[config.mk]
export PLATFORM = sky130hd
export DESIGN_NAME = multi_button_input
export DESIGN_NICKNAME = d
export VERILOG_FILES = /design/src/rtl/frogger_input_pkg.sv /design/src/rtl/button_channel.sv /design/src/rtl/multi_button_input.sv
export SDC_FILE = /design/constraint.sdc
export NUM_CORES = 1
export LEC_CHECK = 0
export ABC_AREA = 1
export CORE_MARGIN = 2
export CORE_UTILIZATION = 30
export CTS_BUF_LIST = sky130_fd_sc_hd__clkbuf_2 sky130_fd_sc_hd__clkbuf_4 sky130_fd_sc_hd__clkbuf_8
export DETAILED_ROUTE_END_ITERATION = 16
export GPL_ROUTABILITY_DRIVEN = 0
export PLACE_DENSITY = 0.54
export SYNTH_ARGS = -nofsm -noshare
export SYNTH_HDL_FRONTEND = slang
export SYNTH_SLANG_ARGS = --single-unit
[constraint.sdc]
create_clock -name clk -period 2 [get_ports clk]
set_clock_uncertainty 0.05 [all_clocks]
set_input_delay 0.4 -clock clk [delete_from_list [all_inputs] [get_ports clk]]
set_output_delay 0.4 -clock clk [all_outputs]
set_load 0.005 [all_outputs]
[src/rtl/frogger_input_pkg.sv]
// frogger_input_pkg: shared channel state encoding, button ids and counter sizing
package frogger_input_pkg;
  typedef enum logic [1:0] {IDLE, DB_PRESS, HELD, DB_REL} btn_state_t;
  localparam int BTN_UP    = 0;
  localparam int BTN_DOWN  = 1;
  localparam int BTN_LEFT  = 2;
  localparam int BTN_RIGHT = 3;
  function automatic int cnt_w(input int max_count);
    return (max_count < 1) ? 1 : $clog2(max_count + 1);
  endfunction
endpackage

[src/rtl/button_channel.sv]
// button_channel: synchroniser, debounce FSM and one-shot move pulse for one button (optional repeat via AUTO_REPEAT_EN)
module button_channel
  import frogger_input_pkg::*;
#(
  parameter int SYNC_STAGES     = 2,
  parameter int DEBOUNCE_CYCLES = 4,
  parameter int REPEAT_DELAY    = 32,
  parameter int REPEAT_PERIOD   = 8
) (
  input  logic clk,
  input  logic reset,
  input  logic need_reset_i,
  input  logic pressed_i,
  output logic move_o,
  output logic held_o
);
  localparam int CW = cnt_w(DEBOUNCE_CYCLES);
  localparam logic [CW-1:0] DB_MAX = CW'(DEBOUNCE_CYCLES);
  localparam logic [CW-1:0] ONE = CW'(1);
  if (SYNC_STAGES < 2 || DEBOUNCE_CYCLES < 1 || REPEAT_DELAY < 1 || REPEAT_PERIOD < 1) begin : g_bad_params
    $error("button_channel: parameter out of range");
  end
  logic [SYNC_STAGES-1:0] sync_q;
  btn_state_t state_q, state_d;
  logic [CW-1:0] cnt_q, cnt_d;
  logic held_q, held_d;
  logic move_q, move_d;
  logic press_pulse;
  logic s;
  assign s = sync_q[SYNC_STAGES-1];
  // Shift the raw level through the synchroniser chain
  always_ff @(posedge clk or posedge reset) begin
    if (reset) sync_q <= '0;
    else       sync_q <= {sync_q[SYNC_STAGES-2:0], pressed_i};
  end
  // Debounce FSM: a level must be seen DEBOUNCE_CYCLES+1 times in a row to be accepted
  always_comb begin
    state_d     = state_q;
    cnt_d       = cnt_q;
    held_d      = held_q;
    press_pulse = 1'b0;
    unique case (state_q)
      IDLE: if (s) begin
        state_d = DB_PRESS;
        cnt_d   = ONE;
      end
      DB_PRESS: if (!s) begin
        state_d = IDLE;
        cnt_d   = '0;
      end else if (cnt_q < DB_MAX) begin
        cnt_d = cnt_q + ONE;
      end else begin
        state_d     = HELD;
        cnt_d       = '0;
        held_d      = 1'b1;
        press_pulse = ~need_reset_i;
      end
      HELD: if (!s) begin
        state_d = DB_REL;
        cnt_d   = ONE;
      end
      DB_REL: if (s) begin
        state_d = HELD;
        cnt_d   = '0;
      end else if (cnt_q < DB_MAX) begin
        cnt_d = cnt_q + ONE;
      end else begin
        state_d = IDLE;
        cnt_d   = '0;
        held_d  = 1'b0;
      end
      default: begin
        state_d = IDLE;
        cnt_d   = '0;
      end
    endcase
  end
`ifdef AUTO_REPEAT_EN
  localparam int RMAX = (REPEAT_DELAY > REPEAT_PERIOD) ? REPEAT_DELAY : REPEAT_PERIOD;
  localparam int RW = cnt_w(RMAX);
  logic [RW-1:0] rep_q, rep_d, rep_lim;
  logic first_q, first_d;
  logic rep_hit, rep_fire;
  // Repeat schedule: first gap REPEAT_DELAY, later gaps REPEAT_PERIOD; keeps time through short release glitches
  always_comb begin
    rep_lim  = first_q ? RW'(REPEAT_DELAY - 1) : RW'(REPEAT_PERIOD - 1);
    rep_hit  = rep_q == rep_lim;
    rep_fire = (state_q == HELD) && rep_hit;
    rep_d    = rep_q;
    first_d  = first_q;
    if (state_q == DB_PRESS && state_d == HELD) begin
      rep_d   = '0;
      first_d = 1'b1;
    end else if (state_q == HELD || state_q == DB_REL) begin
      rep_d   = rep_hit ? '0 : rep_q + RW'(1);
      first_d = rep_hit ? 1'b0 : first_q;
    end else begin
      rep_d   = '0;
      first_d = 1'b1;
    end
  end
  // Repeat counter state
  always_ff @(posedge clk or posedge reset) begin
    if (reset) begin
      rep_q   <= '0;
      first_q <= 1'b1;
    end else begin
      rep_q   <= rep_d;
      first_q <= first_d;
    end
  end
  assign move_d = press_pulse | (rep_fire & ~need_reset_i);
`else
  assign move_d = press_pulse;
`endif
  // FSM, debounce counter and registered outputs
  always_ff @(posedge clk or posedge reset) begin
    if (reset) begin
      state_q <= IDLE;
      cnt_q   <= '0;
      held_q  <= 1'b0;
      move_q  <= 1'b0;
    end else begin
      state_q <= state_d;
      cnt_q   <= cnt_d;
      held_q  <= held_d;
      move_q  <= move_d;
    end
  end
  assign move_o = move_q;
  assign held_o = held_q;
endmodule

[src/rtl/multi_button_input.sv]
// multi_button_input: N independent debounced push-button channels producing one-shot move pulses (AUTO_REPEAT_EN adds auto-repeat)
module multi_button_input
  import frogger_input_pkg::*;
#(
  parameter int N_BTN           = 4,
  parameter int SYNC_STAGES     = 2,
  parameter int DEBOUNCE_CYCLES = 4,
  parameter int REPEAT_DELAY    = 32,
  parameter int REPEAT_PERIOD   = 8
) (
  input  logic             clk,
  input  logic             reset,
  input  logic             needReset,
  input  logic [N_BTN-1:0] pressed,
  output logic [N_BTN-1:0] move,
  output logic [N_BTN-1:0] held
);
  for (genvar i = 0; i < N_BTN; i++) begin : g_ch
    button_channel #(
      .SYNC_STAGES    (SYNC_STAGES),
      .DEBOUNCE_CYCLES(DEBOUNCE_CYCLES),
      .REPEAT_DELAY   (REPEAT_DELAY),
      .REPEAT_PERIOD  (REPEAT_PERIOD)
    ) u_ch (
      .clk         (clk),
      .reset       (reset),
      .need_reset_i(needReset),
      .pressed_i   (pressed[i]),
      .move_o      (move[i]),
      .held_o      (held[i])
    );
  end
endmodule

==> results of run 1 <==
## layout make-up
type,instances,area [um^2]
fillers,484,2980
flip-flops and latches,36,901
well taps,67,83.8
inverters,21,78.8
clock buffers,7,96.3
repair buffers,15,148
multi-input cells,88,435
## how the worst min path moves through the flow
stage | slack, ps | from | cells past startpoint | end
after floorplan | 280 | g_ch[0].u_ch.sync_q[0]$_DFF_PP0_ | 0 | g_ch[0].u_ch.sync_q[1]$_DFF_PP0_
after global placement | 280 | g_ch[1].u_ch.sync_q[0]$_DFF_PP0_ | 0 | g_ch[1].u_ch.sync_q[1]$_DFF_PP0_
after detailed placement | 290 | g_ch[0].u_ch.sync_q[0]$_DFF_PP0_ | 0 | g_ch[0].u_ch.sync_q[1]$_DFF_PP0_
after CTS | 300 | g_ch[2].u_ch.sync_q[0]$_DFF_PP0_ | 0 | g_ch[2].u_ch.sync_q[1]$_DFF_PP0_
after global routing | 320 | g_ch[2].u_ch.sync_q[0]$_DFF_PP0_ | 0 | g_ch[2].u_ch.sync_q[1]$_DFF_PP0_
final | 300 | g_ch[0].u_ch.sync_q[0]$_DFF_PP0_ | 0 | g_ch[0].u_ch.sync_q[1]$_DFF_PP0_
## layer usage
metal  GRT usage, %  up-vias  part of all wire, %
met4           6.67        0                  3.1
met3           4.47        7                  5.2
met5              0        -                    0
met1           12.1      491                   43
li1               -      501                    -
met2           18.4       14                   49
## placed cells by master (no fill, tap or decap), types with 4 or more instances in the layout
cell              n
a21oi_1           5
clkdlybuf4s50_1  14
nand4_1           9
ha_1              4
dfrtp_1          36
inv_1            21
nor2_1            5
nand3_1           4
nor2_2            4
nand2_1          41
nand2_2           5
o21ai_0          11
clkbuf_8          7
## power groups by stage
stage	combinational, mW	sequential, mW	clock, mW
after floorplan	0.417	1.06	0
after global placement	0.493	1.09	0
after detailed placement	0.538	1.10	0
after CTS	0.540	1.09	0.573
after global routing	0.625	1.12	0.604
final	0.526	1.09	0.553
## synthesized netlist by cell type (all sizes together)
| cell | instances | share of area (%) |
|---|---|---|
| a21oi | 5 | 1.7 |
| buf | 8 | 4.1 |
| dfrtp | 36 | 61 |
| ha | 4 | 3.4 |
| inv | 21 | 5.3 |
| nand2 | 46 | 13 |
| nand3 | 4 | 1.4 |
| nand4 | 9 | 3.8 |
| nor2 | 9 | 3.0 |
| o21ai | 11 | 3.7 |
## per-stage QoR
stage	worst slack, ps	utilization [%]	cell area (um^2)	power [mW]	hold slack, ps
after floorplan	746	-	1480	1.48	281
after global placement	732	34.9	1650	1.58	284
after detailed placement	709	34.9	1650	1.64	290
after CTS	385	36.9	1740	2.20	302
after global routing	356	36.9	1740	2.35	316
final	402	36.9	1740	2.17	302
## cells by family after synthesis
family | Yosys count | synth area share [%]
DFF | 36 | 61.1
buffers and inverters | 29 | 9.42
AOI/OAI and AO/OA | 16 | 5.43
and+or+nand+nor | 68 | 20.7
adders and majority gates | 4 | 3.39
==> impl_metrics.json, run 1 <==
{
  "cts_hold_buffers": 0,
  "cp_slowest_cell": "clkdlybuf4s50_1",
  "min_period_ps": 1600,
  "grt_pass1_vias": 1080,
  "report.final.slew_viol_count": 0,
  "start_kind": "flop",
  "antenna_left": 0,
  "clk_latency_ps": 290,
  "core_um2": 4720,
  "p_int_mw": 1.47,
  "setup_viol_count_final": 0,
  "crit_path_cell_trace": "clkdlybuf4s50_1",
  "cts_setup_buffers": 0,
  "vias_per_cell": 4.33,
  "drt-pass1-iter-count": 2,
  "final_cells": 234,
  "crit_buf_inv": 1,
  "pin_count": 15,
  "final_nets": 178,
  "min_period_over_period_pct": 79.9,
  "switching_share_pct": 32.1,
  "rrSetupSlack_ps": 970,
  "globalRouteOverflowTotal": 0,
  "worst-path-max-fanout": 2,
  "cpLargestDelayFamily": "buffers and inverters",
  "switching_power_uw": 698,
  "worstSetupStartpoint": "g_ch[2].u_ch.held_o$_DFFE_PP0P_",
  "cap_violations": 0,
  "reg2reg_depth": 6,
  "die_height_um": 74.1,
  "cts.path.max_buffers": 2,
  "grt_max_degree": 37,
  "arrival_ps": 1150,
  "hpwl_um": 1810,
  "syn_nets": 164,
  "numPortBuffers": 14,
  "syn_inst": 153,
  "finalHoldViolations": 0,
  "p_clk_share_pct": 25.5,
  "fp-row-count": 25,
  "die-area_um2": 5490,
  "synth-seq-cells": 36,
  "postSynthAreaPerCell_um2": 9.64,
  "ir_drop_mv": 0.270,
  "drive_gt1_share_pct": 10.2,
  "grt_use_total_pct": 11.2,
  "clock_sinks": 36,
  "max_stage_delay_ps": 500,
  "relSlewSlack_pct": 70.3,
  "dp.cells": 227,
  "path_depth": 1,
  "status": "finished clean",
  "clk_pin_slew_worst_paths_ps": 70,
  "hold_path_class": "reg -> reg",
  "grt_pass1_wl_um": 4480,
  "p_seq_share_pct": 50.3,
  "vias": 1013,
  "ys_warn_count": 0,
  "cp.required_ps": 1550,
  "yosysSeqAreaShare_pct": 61.1,
  "path_class": "reg -> out",
  "clockRootBuffer": "clkbuf_8",
  "r2r-end": "g_ch[2].u_ch.held_o$_DFFE_PP0P_",
  "max_freq_mhz": 626,
  "p_leak_nw": 0.876,
  "ctsResizeCount": 0,
  "drt_iter0_drc": 24,
  "power_frac_comb_pct": 24.2,
  "timing.setup.tns_ps": 0,
  "post_synth_num_cell_types": 12,
  "die_w_um": 74.1,
  "num_antenna_cells": 0,
  "rsz0062_at_grt": "no",
  "avgRoutedWirePerCell_um": 10.5,
  "p_per_area_nw_per_um2": 1250,
  "worst_setup_path_end_kind": "output pin",
  "area_delta_synth_final_pct": 18.2,
  "cts_buffers": 5,
  "drc": 0,
  "htreeDepth": 2,
  "worst_pin_slew_ps": 445,
  "wirelength_um": 2470,
  "cts_tree": "built",
  "antenna_found_initial": 0,
  "crit_path_end": "held[2]",
  "syn-cell-area_um2": 1480,
  "initial_utilization_pct": 31.2
}
(Power assumes the default switching activity.)
==> run 2: changes to the inputs <==
Clock period 2 ns to 1.7 ns, I/O delays scaled along.
==> run 2 against run 1 <==
  * Global-route usage shrank 0.50 points
  * Worst setup slack got worse by 230 ps
  * Hold slack got worse by 3.2 ps
  * Critical path type unchanged
==> impl_metrics.json, run 2 (same netlist as run 1, synthesis figures left out) <==
{
  "worst_pin_slew_ps": 209,
  "clock_sinks": 36,
  "whs_ps": 299,
  "p_per_area_nw_per_um2": 1500,
  "cp.required_ps": 1310,
  "r2r_start": "g_ch[2].u_ch.sync_q[1]$_DFF_PP0_",
  "htreeDepth": 2,
  "rsz0062_at_grt": "no",
  "drt_iter0_drc": 67,
  "start_kind": "flop",
  "status": "finished clean",
  "final_cell_mix": "41 x nand2_1, 36 x dfrtp_1, 21 x inv_1",
  "die_w_um": 74.1,
  "worst_setup_path_end_kind": "output pin",
  "r2r-end": "g_ch[2].u_ch.held_o$_DFFE_PP0P_",
  "pin_count": 15,
  "grt_use_total_pct": 10.7,
  "fp-row-count": 25,
  "cts_buffers": 5,
  "grt_max_degree": 37,
  "antenna_found_initial": 0,
  "avgRoutedWirePerCell_um": 10.5,
  "worst_hold_startpoint": "g_ch[1].u_ch.sync_q[0]$_DFF_PP0_",
  "grt_pass1_vias": 1042,
  "grt_pass1_wl_um": 4290,
  "die_height_um": 74.1,
  "finalHoldViolations": 0,
  "min_period_over_period_pct": 89.7,
  "die-area_um2": 5490,
  "ir_drop_mv": 0.329,
  "worst-path-max-fanout": 2,
  "num_antenna_cells": 0,
  "wirelength_um": 2470,
  "min_period_ps": 1530,
  "max_freq_mhz": 655,
  "final_nets": 178,
  "cts.path.max_buffers": 2,
  "cp_slowest_cell": "clkdlybuf4s50_1",
  "hpwl_um": 1770,
  "clockRootBuffer": "clkbuf_8",
  "drt-pass1-iter-count": 4,
  "initial_utilization_pct": 31.2,
  "crit_path_cell_trace": "clkdlybuf4s50_1",
  "holdPathStages": 0,
  "crit_buf_inv": 1,
  "clk_latency_ps": 280,
  "cpLargestDelayFamily": "buffers and inverters",
  "reg2reg_depth": 6,
  "p_leak_nw": 0.889,
  "hold_path_class": "reg -> reg",
  "vias_per_cell": 4.38,
  "globalRouteOverflowTotal": 0,
  "ctsResizeCount": 0,
  "core_um2": 4720,
  "timing.setup.tns_ps": 0,
  "setup_viol_count_final": 0,
  "path_class": "reg -> out",
  "relSlewSlack_pct": 86.1,
  "max_stage_delay_ps": 500,
  "numPortBuffers": 14,
  "final_common_cell": "nand2_1",
  "drive_gt1_share_pct": 10.7,
  "rrSetupSlack_ps": 680,
  "arrival_ps": 1140,
  "cts_tree": "built",
  "clk_pin_slew_worst_paths_ps": 70,
  "report.final.slew_viol_count": 0,
  "vias": 1029,
  "cap_violations": 0,
  "area_delta_synth_final_pct": 20.0,
  "cts_hold_buffers": 0,
  "cts_setup_buffers": 0,
  "drc": 0,
  "hold_end": "g_ch[1].u_ch.sync_q[1]$_DFF_PP0_",
  "antenna_left": 0
}
[run 2: layout make-up]
class                           count  area [um^2]
Sequential cell                    36          901
Fill cell                         461         2950
Clock inverter                      2         35.0
Inverter                           21         78.8
Timing Repair Buffer               15          160
Tap cell                           67         83.8
Multi-Input combinational cell     88          435
Clock buffer                        6         76.3
[run 2: metrics by stage]
stage | cell area [um^2] | utilization, % | power, mW | setup slack (ps) | cells
after floorplan | 1480 | - | 1.74 | 506 | 153
after global placement | 1660 | 35.1 | 1.86 | 490 | 227
after detailed placement | 1660 | 35.1 | 1.94 | 479 | 227
after CTS | 1770 | 37.5 | 2.70 | 161 | 235
after global routing | 1770 | 37.5 | 2.87 | 115 | 235
final | 1770 | 37.5 | 2.65 | 174 | 235
[run 2: metal layers]
| layer | global-route usage, % | vias up | routed length (um) |
|---|---|---|---|
| li1 | - | 504 | - |
| met1 | 11.2 | 501 | 1090 |
| met2 | 18.3 | 22 | 1240 |
| met3 | 5.28 | 2 | 117 |
| met4 | 4.24 | 0 | 17 |
| met5 | 0 | - | 0 |
[run 2: report_power, final]
group | internal, mW | switching [mW] | total [mW]
logic | 0.281 | 0.342 | 0.622
registers | 1.09 | 0.191 | 1.29
clock network | 0.451 | 0.295 | 0.746
total | 1.83 | 0.828 | 2.65
[run 2: how the worst max path moves through the flow]
| stage | slack [ps] | start | to | cells after the start |
|---|---|---|---|---|
| 5_1_grt | 120 | g_ch[1].u_ch.held_o$_DFFE_PP0P_ | held[1] | 1 |
| 4_1_cts | 160 | g_ch[3].u_ch.held_o$_DFFE_PP0P_ | held[3] | 1 |
| 6_report | 170 | g_ch[1].u_ch.held_o$_DFFE_PP0P_ | held[1] | 1 |
| 3_5_place_dp | 480 | g_ch[1].u_ch.held_o$_DFFE_PP0P_ | held[1] | 1 |
| 2_1_floorplan | 510 | reset | asynchronous set/reset pin | 1 |
| 3_3_place_gp | 490 | g_ch[3].u_ch.held_o$_DFFE_PP0P_ | held[3] | 1 |
